===== config.mk =====
export PLATFORM = sky130hd
export DESIGN_NAME = align_input_buffer
export DESIGN_NICKNAME = d
export VERILOG_FILES = /design/src/rtl/align_input_buffer.sv
export SDC_FILE = /design/constraint.sdc
export NUM_CORES = 1
export LEC_CHECK = 0
export BUFFER_PORTS_ARGS = -buffer_cell sky130_fd_sc_hd__buf_2
export CAP_MARGIN = 30
export CORE_MARGIN = 2
export CORE_UTILIZATION = 45
export CTS_BUF_LIST = sky130_fd_sc_hd__clkbuf_8
export DETAILED_ROUTE_END_ITERATION = 8
export PLACE_DENSITY = 0.7
export RECOVER_POWER = 100
export SLEW_MARGIN = 20
export SYNTH_ARGS = -nofsm -noshare
export SYNTH_HDL_FRONTEND = slang
export SYNTH_SLANG_ARGS = --single-unit
export TNS_END_PERCENT = 5

===== constraint.sdc =====
create_clock -name clk -period 2.5 [get_ports clk]
set_input_delay 0 -clock clk [delete_from_list [all_inputs] [get_ports clk]]
set_output_delay 0 -clock clk [all_outputs]
set_load 0.01 [all_outputs]

===== src/rtl/align_input_buffer.sv =====
// Assembles WORD_WIDTH-wide stream words into a DATA_WIDTH buffer for the alignment network.
// Optional flush of a partly filled buffer is enabled by defining ALIGN_INPUT_BUFFER_FLUSH_EN.
module align_input_buffer #(
   parameter  int DATA_WIDTH = 8,
   parameter  int WORD_WIDTH = 1,
   localparam int NWORDS     = DATA_WIDTH / WORD_WIDTH,
   localparam int AW         = (NWORDS > 1) ? $clog2(NWORDS) : 1
) (
   input  logic                  clk,
   input  logic                  rst_n,
   input  logic [WORD_WIDTH-1:0] in_data,
   input  logic                  in_valid,
   output logic                  in_ready,
   input  logic                  cfg_reverse,
   input  logic [AW-1:0]         cfg_align_start,
   output logic [DATA_WIDTH-1:0] out_buf,
   output logic                  out_reverse,
   output logic [AW-1:0]         out_align_start,
   output logic                  out_valid,
   input  logic                  out_ready,
`ifdef ALIGN_INPUT_BUFFER_FLUSH_EN
   input  logic                  flush,
   output logic                  out_partial,
`endif
   output logic                  dbg_state
);

   // Handshake: a word moves when in_valid && in_ready, a buffer moves when
   // out_valid && out_ready; neither side may make valid depend on ready.
   localparam logic [0:0] FILL = 1'b0;
   localparam logic [0:0] FULL = 1'b1;

   logic [0:0]            state_q, state_d;
   logic [AW-1:0]         wr_ptr_q, wr_ptr_d;
   logic [DATA_WIDTH-1:0] buf_q, buf_d;
   logic                  rev_q, rev_d;
   logic [AW-1:0]         align_q, align_d;
   logic                  run_q;
   logic                  accept;
   logic                  consume;
   logic                  last_word;
`ifdef ALIGN_INPUT_BUFFER_FLUSH_EN
   logic                  partial_q, partial_d;
   int                    fill_cnt;
`endif

   assign out_valid       = (state_q == FULL);
   // run_q keeps in_ready low during reset and raises it at the first edge after release.
   assign in_ready        = run_q & ((state_q == FILL) | out_ready);
   assign accept          = in_valid & in_ready;
   assign consume         = out_valid & out_ready;
   assign last_word       = (wr_ptr_q == AW'(NWORDS - 1));
   assign out_buf         = buf_q;
   assign out_reverse     = rev_q;
   assign out_align_start = align_q;
   assign dbg_state       = state_q[0];
`ifdef ALIGN_INPUT_BUFFER_FLUSH_EN
   assign out_partial     = partial_q;
`endif

   always_comb begin
      state_d  = state_q;
      wr_ptr_d = wr_ptr_q;
      buf_d    = buf_q;
      rev_d    = rev_q;
      align_d  = align_q;
`ifdef ALIGN_INPUT_BUFFER_FLUSH_EN
      partial_d = partial_q;
      fill_cnt  = 0;
      if (consume) partial_d = 1'b0;
`endif
      // In FULL an accept only happens together with a consume, and wr_ptr is 0 there,
      // so the same path restarts the next buffer with no bubble.
      if (accept) begin
         for (int k = 0; k < NWORDS; k++) begin
            if (wr_ptr_q == AW'(k)) buf_d[k*WORD_WIDTH +: WORD_WIDTH] = in_data;
         end
         if (wr_ptr_q == '0) begin
            rev_d   = cfg_reverse;
            align_d = cfg_align_start;
         end
         if (last_word) begin
            wr_ptr_d = '0;
            state_d  = FULL;
         end else begin
            wr_ptr_d = wr_ptr_q + AW'(1);
            state_d  = FILL;
         end
      end else if (consume) begin
         wr_ptr_d = '0;
         state_d  = FILL;
      end
`ifdef ALIGN_INPUT_BUFFER_FLUSH_EN
      if (flush && (state_q == FILL) && (wr_ptr_q != '0) && !(accept && last_word)) begin
         fill_cnt = accept ? int'(wr_ptr_q) + 1 : int'(wr_ptr_q);
         for (int k = 0; k < NWORDS; k++) begin
            if (k >= fill_cnt) buf_d[k*WORD_WIDTH +: WORD_WIDTH] = '0;
         end
         wr_ptr_d  = '0;
         state_d   = FULL;
         partial_d = 1'b1;
      end
`endif
   end

   always_ff @(posedge clk or negedge rst_n) begin
      if (!rst_n) begin
         state_q  <= FILL;
         wr_ptr_q <= '0;
         buf_q    <= '0;
         rev_q    <= 1'b0;
         align_q  <= '0;
         run_q    <= 1'b0;
`ifdef ALIGN_INPUT_BUFFER_FLUSH_EN
         partial_q <= 1'b0;
`endif
      end else begin
         state_q  <= state_d;
         wr_ptr_q <= wr_ptr_d;
         buf_q    <= buf_d;
         rev_q    <= rev_d;
         align_q  <= align_d;
         run_q    <= 1'b1;
`ifdef ALIGN_INPUT_BUFFER_FLUSH_EN
         partial_q <= partial_d;
`endif
      end
   end

endmodule


; After elaboration in Yosys (flattened, before gate mapping)
; Index checks and enable logic that the tools add are counted.
[word_totals]
word_cells = 42
output_inout_bits = 15
register_bits = 17
[classes]
n_bitwise = 5
n_reduce_logical = 10
mux = 6
n_eq_ne = 7
add_sub_neg = 1
[ops]
columns = cell, count
row1 = $reduce_and A2 Y1, 8
row2 = $eq A3 B3 Y1 const B, 4
row3 = $mux W3, 3
row4 = $eq A3 B2 Y1 const B, 2
row5 = $add A3 B1 Y3 const B, 1
row6 = $and A1 B1 Y1, 3
row7 = $eq A3 B1 Y1 const B, 1
row8 = $logic_not A3 Y1, 1
row9 = $mux W1, 3
row10 = $reduce_bool A2 Y1, 1
row11 = $not A1 Y1, 1
row12 = $or A1 B1 Y1, 1

; Depth between registers and ports, before layout
; Gate-level depths: netlist of run 1.
[depth]
word_depth = 5
ltp_mapped = 6

; Worst setup path after synthesis of run 1
; Ideal clock, no wire load.
[synth_timing]
kind = register -> register
start = register state_q (netlist: dbg_state)
end = register align_q[0] (netlist: out_align_start[0])
arrival_time_ps = 1593
slack_ps = 782
synth_period_minus_slack_ps = 1718
setup_ps = 125
path_buffers = 2
stages_incl_launch_ff = 6
cell_sequence = dfrtp_1 -> nor2b_4 -> buf_6 -> or4b_4 -> buf_6 -> mux2_4
[synth_between]
elab_chain_cells = 5
[synth_rtl]
columns = item, line_no
row1 = from (decl), 33  ; logic [0:0] state_q, state_d;
row2 = from (signal assigned), 118  ; state_q <= state_d;
row3 = $not A1 Y1, 49  ; assign in_ready = run_q & ((state_q == FILL) | out_ready);
row4 = $or A1 B1 Y1, 49
row5 = $and A1 B1 Y1, 49
row6 = $and A1 B1 Y1, 50  ; assign accept = in_valid & in_ready;
row7 = $reduce_and A2 Y1 (no source line), --
row8 = to (signal assigned), 122  ; align_q <= align_d;
row9 = to (decl), 37  ; logic [AW-1:0] align_q, align_d;
; Every way passes these cells.
; A chain may end at the register's enable or synchronous reset.

; Final worst setup path of run 1
; Same ends and word-level chain as after synthesis.

==> run_results.csv, run 1 <==
group,metric,value,unit
routing,route.vias.total,587,
setup_path,critPathMaxStageDelay,0.78,ns
yosys,synth.distinct_cells,20,
timing,rsz0062_at_grt,"false",
timing,finalMaxSlewViolations,0,
yosys,netlist_top_cells_area,"dfrtp_1, mux2_2, ha_1, mux2_4, buf_6",
timing,finalHoldViolCount,0,
setup_path,cp.required,2.63,ns
final_layout,nets,111,
clock_tree,cts_buffers,3,
placement,hpwl,1.04,mm
final_layout,syn2layout_area_growth,18.4,%
yosys,yosysTopAreaCell,"dfrtp_1",
yosys,ys_top_cells_by_count,"dfrtp_1, mux2_2, ha_1, nand2_1, mux2_4",
clock_tree,post_cts_buffers,0,
routing,wl_per_cell,12.4,µm
pwr,leakagePower,0.469,nW
floorplan,die_h,48.0,µm
clock_tree,clock-sinks,17,
floorplan,num_rows,15,
timing,clock.fmax,518,MHz
clock_tree,clockBufferDepth,2,
yosys,syn_area,872,µm²
clock_tree,htree_levels,1,
clock_tree,clk_pin_slew,0.07,ns
run_status,outcome,"completed",
yosys,synth_cells,69,
yosys,syn-num-nets,84,
setup_path,worstPathArrival,2.06,ns
placement,placed_area,977,µm²
setup_path,end_kind,"flip-flop",
global_route,grt_pass1_vias,521,
routing,wirelength,1.49,mm
global_route,track_usage,0.149,
clock_tree,cts.repair.resized,0,
floorplan,initial_utilization,0.489,
global_route,grt_pass1_wl,2.34,mm
final_layout,post_route_cells_drive_above_1_share,0.232,
timing,setup_violations,0,
setup_path,cp_max_fo,16,
timing,whs,0.0811,ns
clock_tree,hold_buffers,5,
global_route,antenna_found_initial,0,
clock_tree,worstSkewPairLatency,0.25,ns
setup_path,path_class,"flip-flop to flip-flop",
routing,drcViolationCount,0,
routing,dr.pass1.iters,4,
yosys,synth_edf_count,0,
floorplan,pin_count,24,
timing,period_needed,1.93,ns
timing,fin_setup_tns,0,ns
timing,clock_skew,0.00269,ns
floorplan,design.die.area,2310,µm²
run,max_cap_viol_count,0,
routing,antenna_left,0,
pwr,power.density,977,nW/µm²
yosys,yosysWarnings,0,
pwr,ir_drop,0.000635,V
timing,worst_slew_pin_slew,0.959,ns
global_route,grt_max_degree,18,
placement,io_buffer_count,23,
routing,via_per_inst,4.89,
min_path,min_path_type,"input port to flip-flop",
setup_path,path_cells,"nor2b_1 -> or4b_4 -> mux2_1",
yosys,avgSynthCellArea,12.6,µm²
final_layout,antenna_cells,0,
final_layout,post-route-cell-area,1030,µm²
yosys,synth_top_area_share,0.488,
yosys,synth-seq-area-share,0.488,
floorplan,die_w,48.0,µm
yosys,ys_seq_elements,17,
yosys,synth_most_common_cell,"dfrtp_1",
floorplan,core,1780,µm²
yosys,synth_top_flop_cell,"dfrtp_1",
placement,finalWeightedCongestion,0.746,
clock_tree,cts_root_buf,"clkbuf_8",
setup_path,critPathSlowestCell,"nor2b_1",
timing,slew_headroom,0.359,
timing,min_period_over_period,0.772,
routing,drtIter0Drc,15,
setup_path,start_kind,"flip-flop",
clock_tree,cts_tree,"yes",
global_route,gr-total-overflow,0,
yosys,synthArstFlopShare,1.00,
-- layer usage --
metal	global-route usage	up-vias	share of wire
li1	-	290	-
met4	0.0486	0	0.0061
met1	0.191	278	0.46
met2	0.232	17	0.48
met5	0	-	0
met3	0.0566	2	0.054
-- power breakdown --
part | switching (mW) | total [mW] | internal, mW
clock network | 0.0901 | 0.200 | 0.110
logic | 0.170 | 0.340 | 0.170
registers | 0.0815 | 0.468 | 0.387
-- critical path, delay by kind of cell, from the launching register on --
kind / cells / cell delay [ns]
DFF: 1 / 0.38
and+or+nand+nor: 2 / 1.10
muxes: 1 / 0.33
-- state kept, by name (all words and copies together), names as in the netlist --
name,cells
dbg_state,1
out_align_start,3
out_buf,8
out_reverse,1
run_q,1
wr_ptr_q,3
-- layout make-up --
cell class                      count  area, µm²
Multi-Input combinational cell     42        368
Tap cell                           25       31.3
Clock buffer                        3       41.3
Timing Repair Buffer               28        146
Inverter                            4       15.0
Clock inverter                      1       5.00
Sequential cell                    17        425
Fill cell                         168        751
-- cell usage in the layout (no fill, tap or decap) --
cell / netlist / final
o211ai_1: 3 / 3
inv_1: 4 / 4
mux2_4: 5 / 1
clkbuf_1: 3 / 15
o41ai_1: 2 / 2
nor4b_1: 2 / 2
clkbuf_8: 0 / 3
ha_1: 6 / 6
buf_2: 0 / 8
dlygate4sd3_1: 0 / 5
nor3b_1: 2 / 2
mux2_1: 0 / 4
conb_1: 1 / 1
or2_2: 1 / 1
nand2_1: 6 / 6
or4b_4: 1 / 1
nor2b_1: 1 / 2
nor3_1: 3 / 3
dfrtp_1: 17 / 17
mux2_2: 7 / 7
clkinv_2: 0 / 1
o31ai_1: 1 / 1
-- metrics by stage --
step / total power [mW] / utilization / setup slack (ns) / instances
4_1_cts: 1.08 / 0.602 / 0.762 / 120
3_5_place_dp: 0.862 / 0.548 / 0.797 / 111
3_3_place_gp: 0.853 / 0.548 / 0.825 / 111
2_1_floorplan: 0.731 / - / 0.782 / 69
6_report: 1.01 / 0.579 / 0.570 / 120
5_1_grt: 1.09 / 0.579 / 0.380 / 120
-- path summary, 6_finish.rpt --
check,start,endpoint,cells past startpoint,slack [ns]
worst min register to register,out_reverse,out_reverse,1,0.50
worst max-delay path,dbg_state,out_align_start[0],3,0.57
min in group asynchronous,rst_n,out_buf[5],2,0.40
max in group asynchronous,rst_n,wr_ptr_q[2],2,1.56
worst max register to register,dbg_state,out_align_start[0],3,0.57
worst min-delay path,in_data,out_buf[0],2,0.08
-- cells by family (layout without fill, tap and decap cells) --
| logic type | count (synthesis) | in the layout | share of synthesized area |
|---|---|---|---|
| buffers and inverters | 10 | 36 | 0.0646 |
| multiplexers | 12 | 12 | 0.176 |
| AND/OR/NAND/NOR | 17 | 17 | 0.126 |
| adder cells (fa/ha/maj) | 6 | 6 | 0.0861 |
| other | 1 | 1 | 0.00430 |
| AO/OA/AOI/OAI | 6 | 6 | 0.0545 |
| flip-flops | 17 | 17 | 0.488 |
(Power assumes the default switching activity.)
==> inputs of run 2 (changes only) <==
--- a/config.mk
+++ b/config.mk
@@ -5,6 +5,7 @@
 export SDC_FILE = /design/constraint.sdc
 export NUM_CORES = 1
 export LEC_CHECK = 0
+export ABC_AREA = 1
 export BUFFER_PORTS_ARGS = -buffer_cell sky130_fd_sc_hd__buf_2
 export CAP_MARGIN = 30
 export CORE_MARGIN = 2
==> constraint.sdc (replaced) <==
create_clock -name clk -period 1.8 [get_ports clk]
set_input_delay 0 -clock clk [delete_from_list [all_inputs] [get_ports clk]]
set_output_delay 0 -clock clk [all_outputs]
set_load 0.01 [all_outputs]
==> run_results.csv, run 2 <==
group,metric,value,unit
min_path,worstHoldStart,"cfg_align_start[1]",
placement,pre_cts_ws,0.510,ns
clock_tree,cts.repair.resized,0,
routing,drcViolationCount,0,
placement,finalWeightedCongestion,0.770,
global_route,use_met3,0.0276,
setup_path,path_cells,"inv_2 -> a21oi_2 -> clkbuf_1",
routing,dr.pass1.iters,4,
setup_path,worstPathArrival,1.46,ns
run_status,outcome,"completed",
min_path,min_path_type,"input port to flip-flop",
setup_path,critPathSlowestCell,"dfrtp_1",
final_layout,fin_cells,156,
routing,route.vias.total,803,
global_route,antenna_found_initial,0,
yosys,yosysWarnings,0,
final_layout,multi_input_area,387,µm²
pwr,leakagePower,0.555,nW
yosys,syn_area,928,µm²
routing,wirelength,1.95,mm
clock_tree,cts_buffers,3,
global_route,grt_pass1_wl,3.27,mm
global_route,use_met1,0.241,
yosys,synth_most_common_cell,"nand2_1",
timing,finalMaxSlewViolations,0,
placement,hpwl,1.34,mm
yosys,synth_edf_count,0,
final_layout,largest_reg_flops,8,
timing,setup_violations,0,
placement,placed_area,1030,µm²
timing,clock.fmax,684,MHz
placement,io_buffer_count,23,
final_layout,post-route-cell-area,1060,µm²
clock_tree,clock-sinks,17,
floorplan,num_rows,16,
global_route,gr-total-overflow,0,
yosys,synth_top_flop_cell,"dfrtp_1",
clock_tree,htree_levels,1,
yosys,synth_top_area_share,0.458,
setup_path,timing.rr.start,"wr_ptr_q[1]",
setup_path,path_class,"flip-flop to output port",
setup_path,start_kind,"flip-flop",
yosys,ys_seq_elements,17,
final_layout,post_route_cells_drive_above_1_share,0.124,
yosys,netlist_top_cells_area,"dfrtp_1, nand4_1, nand2_1, ha_1, inv_1",
final_layout,final_cell_mix,"nand2_1, nand4_1, dfrtp_1",
pwr,power.density,1360,nW/µm²
yosys,synth_cells,106,
floorplan,die_h,49.4,µm
clock_tree,cts_tree,"yes",
global_route,busiest_layer,"met2",
yosys,avgSynthCellArea,8.76,µm²
timing,min_period_over_period,0.812,
final_layout,nets,145,
setup_path,r2r_end,"out_buf[0]",
routing,via_per_inst,5.15,
timing,clock_skew,0.00499,ns
floorplan,die_w,49.4,µm
clock_tree,cts_root_buf,"clkbuf_8",
clock_tree,clk_pin_slew,0.07,ns
clock_tree,clockBufferDepth,2,
min_path,whs_endpoint,"out_align_start[1]",
floorplan,design.die.area,2440,µm²
timing,setup_ws,0.338,ns
timing,slew_headroom,0.408,
setup_path,cp_max_fo,13,
global_route,met2_usage,0.275,
final_layout,seq_area,425,µm²
setup_path,rrSetupSlack,0.45,ns
yosys,synth-seq-area-share,0.458,
global_route,track_usage,0.175,
setup_path,cp.required,1.80,ns
run,max_cap_viol_count,0,
floorplan,initial_utilization,0.473,
yosys,yosysTopAreaCell,"dfrtp_1",
yosys,syn-num-nets,121,
setup_path,r2r_cells,7,
final_layout,final_common_cell,"nand2_1",
timing,rsz0062_at_grt,"false",
pwr,ir_drop,0.000699,V
setup_path,end_kind,"output port",
yosys,ys_top_cells_by_count,"nand2_1, nand4_1, dfrtp_1, inv_1, ha_1",
final_layout,syn2layout_area_growth,14.2,%
floorplan,pin_count,24,
timing,period_needed,1.46,ns
floorplan,core,1960,µm²
final_layout,fillers,204,
global_route,grt_max_degree,22,
routing,antenna_left,0,
routing,wl_per_cell,12.5,µm
global_route,grt_pass1_vias,733,
routing,drtIter0Drc,28,
min_path,whs_path_depth,3,
yosys,synthArstFlopShare,1.00,
setup_path,critPathMaxStageDelay,0.48,ns
placement,dp_cells,150,
timing,fin_setup_tns,0,ns
timing,finalHoldViolCount,0,
yosys,synth.distinct_cells,18,
timing,worst_slew_pin_slew,0.888,ns
final_layout,antenna_cells,0,
clock_tree,worstSkewPairLatency,0.26,ns
run 2: final cells by class:
cell class | count | share of cell area
Clock buffer | 3 | 0.0390
Multi-Input combinational cell | 70 | 0.365
Inverter | 12 | 0.0425
Sequential cell | 17 | 0.401
Timing Repair Buffer | 26 | 0.116
Clock inverter | 1 | 0.00472
Tap cell | 27 | 0.0319
run 2: how the worst max path moves through the flow:
stage | start | endpoint | slack [ns] | cells past startpoint
after floorplan | wr_ptr_q[0] | out_buf[0] | 0.62 | 7
after global placement | wr_ptr_q[0] | out_align_start[2] | 0.55 | 7
after detailed placement | wr_ptr_q[0] | out_align_start[1] | 0.51 | 7
after CTS | run_q | in_ready | 0.47 | 3
after global routing | run_q | in_ready | 0.23 | 3
final | run_q | in_ready | 0.34 | 3
run 2: critical path, delay by kind of cell, from the launching register on:
family,cells,cell delay (ns)
buf+inv,2,0.28
flops,1,0.48
compound gates,1,0.45
run 2: power breakdown:
| group | internal (mW) | switching, mW | total, mW |
|---|---|---|---|
| clock | 0.154 | 0.136 | 0.290 |
| sequential | 0.528 | 0.114 | 0.642 |
| combinational | 0.189 | 0.317 | 0.507 |
| total | 0.871 | 0.568 | 1.44 |
run 2: cell families (layout without fill, tap and decap cells):
logic type / after synthesis / after routing / share of synthesized area
flops: 17 / 17 / 0.458
other cells: 1 / 1 / 0.00404
compound gates: 4 / 4 / 0.0337
simple gates: 59 / 59 / 0.321
fa+ha+maj: 6 / 6 / 0.0809
buf+inv: 19 / 42 / 0.102
run 2: routing by layer:
layer	share of wire	wire length [µm]	up-vias
li1	-	-	395
met1	0.46	888	376
met2	0.46	904	29
met3	0.067	131	3
met4	0.013	25	0
met5	0	0	-
run 2: repair_timing:
item / CTS / global route
setup buffers: 0 / 0
hold buffers: 2 / 0
endpoints found under the hold margin: 18 / 0
run 2: through the flow:
step | total power [mW] | utilization | hold WS [ns]
floorplan | 1.00 | - | -0.296
global route | 1.57 | 0.540 | 0.0120
CTS | 1.50 | 0.561 | 0.000811
global placement | 1.18 | 0.527 | -0.0606
detailed placement | 1.19 | 0.527 | -0.0563
finish | 1.44 | 0.540 | 0.00312
==> inputs of run 3 (changes only) <==
==> constraint.sdc (replaced) <==
create_clock -name clk -period 1.4 [get_ports clk]
set_input_delay 0 -clock clk [delete_from_list [all_inputs] [get_ports clk]]
set_output_delay 0 -clock clk [all_outputs]
set_load 0.01 [all_outputs]
==> run_results.csv, run 3 (same netlist as run 2, synthesis figures left out) <==
group,metric,value,unit
run_status,outcome,"completed",
floorplan,core,1960,µm²
global_route,grt_pass1_vias,724,
floorplan,die_w,49.4,µm
timing,slew_headroom,0.379,
clock_tree,clk_pin_slew,0.07,ns
final_layout,fin_cells,156,
timing,finalHoldViolCount,0,
clock_tree,htree_levels,1,
placement,dp_cells,150,
clock_tree,clock-sinks,17,
pwr,power.internal,1.13,mW
setup_path,end_kind,"flip-flop",
global_route,track_usage,0.174,
pwr,totalPowerFinal,1.86,mW
routing,antenna_left,0,
global_route,antenna_found_initial,0,
setup_path,cp.required,1.55,ns
placement,finalWeightedCongestion,0.803,
clock_tree,worstSkewPairLatency,0.25,ns
final_layout,final_common_cell,"nand2_1",
setup_path,r2r_end,"out_reverse",
routing,dr.pass1.iters,4,
setup_path,start_kind,"flip-flop",
timing,fin_setup_tns,0,ns
global_route,grt_pass1_wl,3.26,mm
timing,clock_skew,0.00405,ns
routing,via_per_inst,4.93,
final_layout,largest_reg_flops,8,
floorplan,pin_count,24,
pwr,power.density,1720,nW/µm²
timing,clock.fmax,776,MHz
timing,worst_slew_pin_slew,0.932,ns
pwr,leakagePower,0.562,nW
clock_tree,cts_root_buf,"clkbuf_8",
final_layout,fillers,200,
final_layout,antenna_cells,0,
setup_path,cp_max_fo,6,
routing,route.vias.total,769,
floorplan,initial_utilization,0.473,
final_layout,nets,145,
setup_path,rrSetupSlack,0.11,ns
setup_path,crit_end,"out_reverse",
routing,wl_met3,103,µm
min_path,min_path_type,"input port to flip-flop",
timing,period_needed,1.29,ns
placement,io_buffer_count,23,
pwr,power_frac_seq,0.443,
pwr,clockPowerShare,0.194,
floorplan,design.die.area,2440,µm²
routing,wl_per_cell,12.2,µm
timing,setup_violations,0,
setup_path,timing.rr.start,"wr_ptr_q[0]",
routing,top_layer_used,"met4",
run,max_cap_viol_count,0,
global_route,gr-total-overflow,0,
setup_path,worstPathArrival,1.43,ns
clock_tree,cts_buffers,3,
routing,wirelength,1.91,mm
pwr,p_sw,0.736,mW
clock_tree,clockBufferDepth,2,
setup_path,path_class,"flip-flop to flip-flop",
pwr,p_sw_frac,0.395,
final_layout,syn2layout_area_growth,16.8,%
routing,m1WireLength,879,µm
pwr,ir_drop,0.000926,V
routing,wl_met2,906,µm
floorplan,die_h,49.4,µm
routing,drtIter0Drc,14,
final_layout,final_cell_mix,"nand2_1, nand4_1, dfrtp_1",
final_layout,utilization,0.553,
setup_path,crit_start,"wr_ptr_q[0]",
timing,min_period_over_period,0.920,
clock_tree,cts_tree,"yes",
routing,drcViolationCount,0,
timing,finalMaxSlewViolations,0,
final_layout,post_route_cells_drive_above_1_share,0.140,
setup_path,r2r_cells,7,
global_route,grt_max_degree,22,
floorplan,num_rows,16,
pwr,pwr-share-comb,0.363,
placement,hpwl,1.36,mm
## run 3: layer usage
layer  vias up  GRT usage
met1       350      0.207
met3         3     0.0521
met2        18      0.302
met4         0     0.0509
met5         -          0
li1        398          -
## run 3: layout make-up
cell class | instances | area, µm² | area share
sequential | 17 | 425 | 0.392
multi-input combinational | 70 | 412 | 0.379
timing repair buffer | 26 | 124 | 0.114
inverter | 12 | 45.0 | 0.0415
clock buffer | 3 | 41.3 | 0.0381
tap | 27 | 33.8 | 0.0311
clock inverter | 1 | 3.75 | 0.00346
## run 3: through the flow
step	setup slack, ns	instance area [µm²]	hold WS (ns)
after floorplan	0.217	928	-0.296
after global placement	0.153	1030	-0.0595
after detailed placement	0.104	1030	-0.0503
after CTS	0.0841	1100	0.00551
after global routing	-0.00186	1080	0.0244
final	0.111	1080	0.00781
## run 3: what timing repair did
item	CTS	global route
endpoints found under the hold margin	18	0
setup endpoints to repair	0	5
hold buffers	2	0
buffers inserted	0	0
resized for setup	0	1
## run 3: power groups by stage
stage               logic [mW]  registers, mW  clock network, mW
floorplan                0.427          0.864                  0
global placement         0.696          0.823                  0
detailed placement       0.711          0.832                  0
CTS                      0.720          0.823              0.376
global route             0.779          0.855              0.383
finish                   0.675          0.826              0.361
## run 3: worst min-delay path by stage
stage / startpoint / end / slack, ns / cells after the start
after floorplan: rst_n / dbg_state / -0.30 / 0
after global placement: rst_n / dbg_state / -0.06 / 1
after detailed placement: rst_n / out_buf[6] / -0.05 / 1
after CTS: cfg_reverse / out_reverse / 0.006 / 3
after global routing: cfg_align_start[0] / out_align_start[0] / 0.02 / 3
final: cfg_reverse / out_reverse / 0.008 / 3
## run 3: critical path: stages, from the launching register on
cell     delay [ns]
dfrtp_1        0.41
inv_1          0.11
ha_1           0.17
inv_1          0.06
nor2_4         0.16
nand4_4        0.13
nand2_1        0.09
nand2_1        0.05
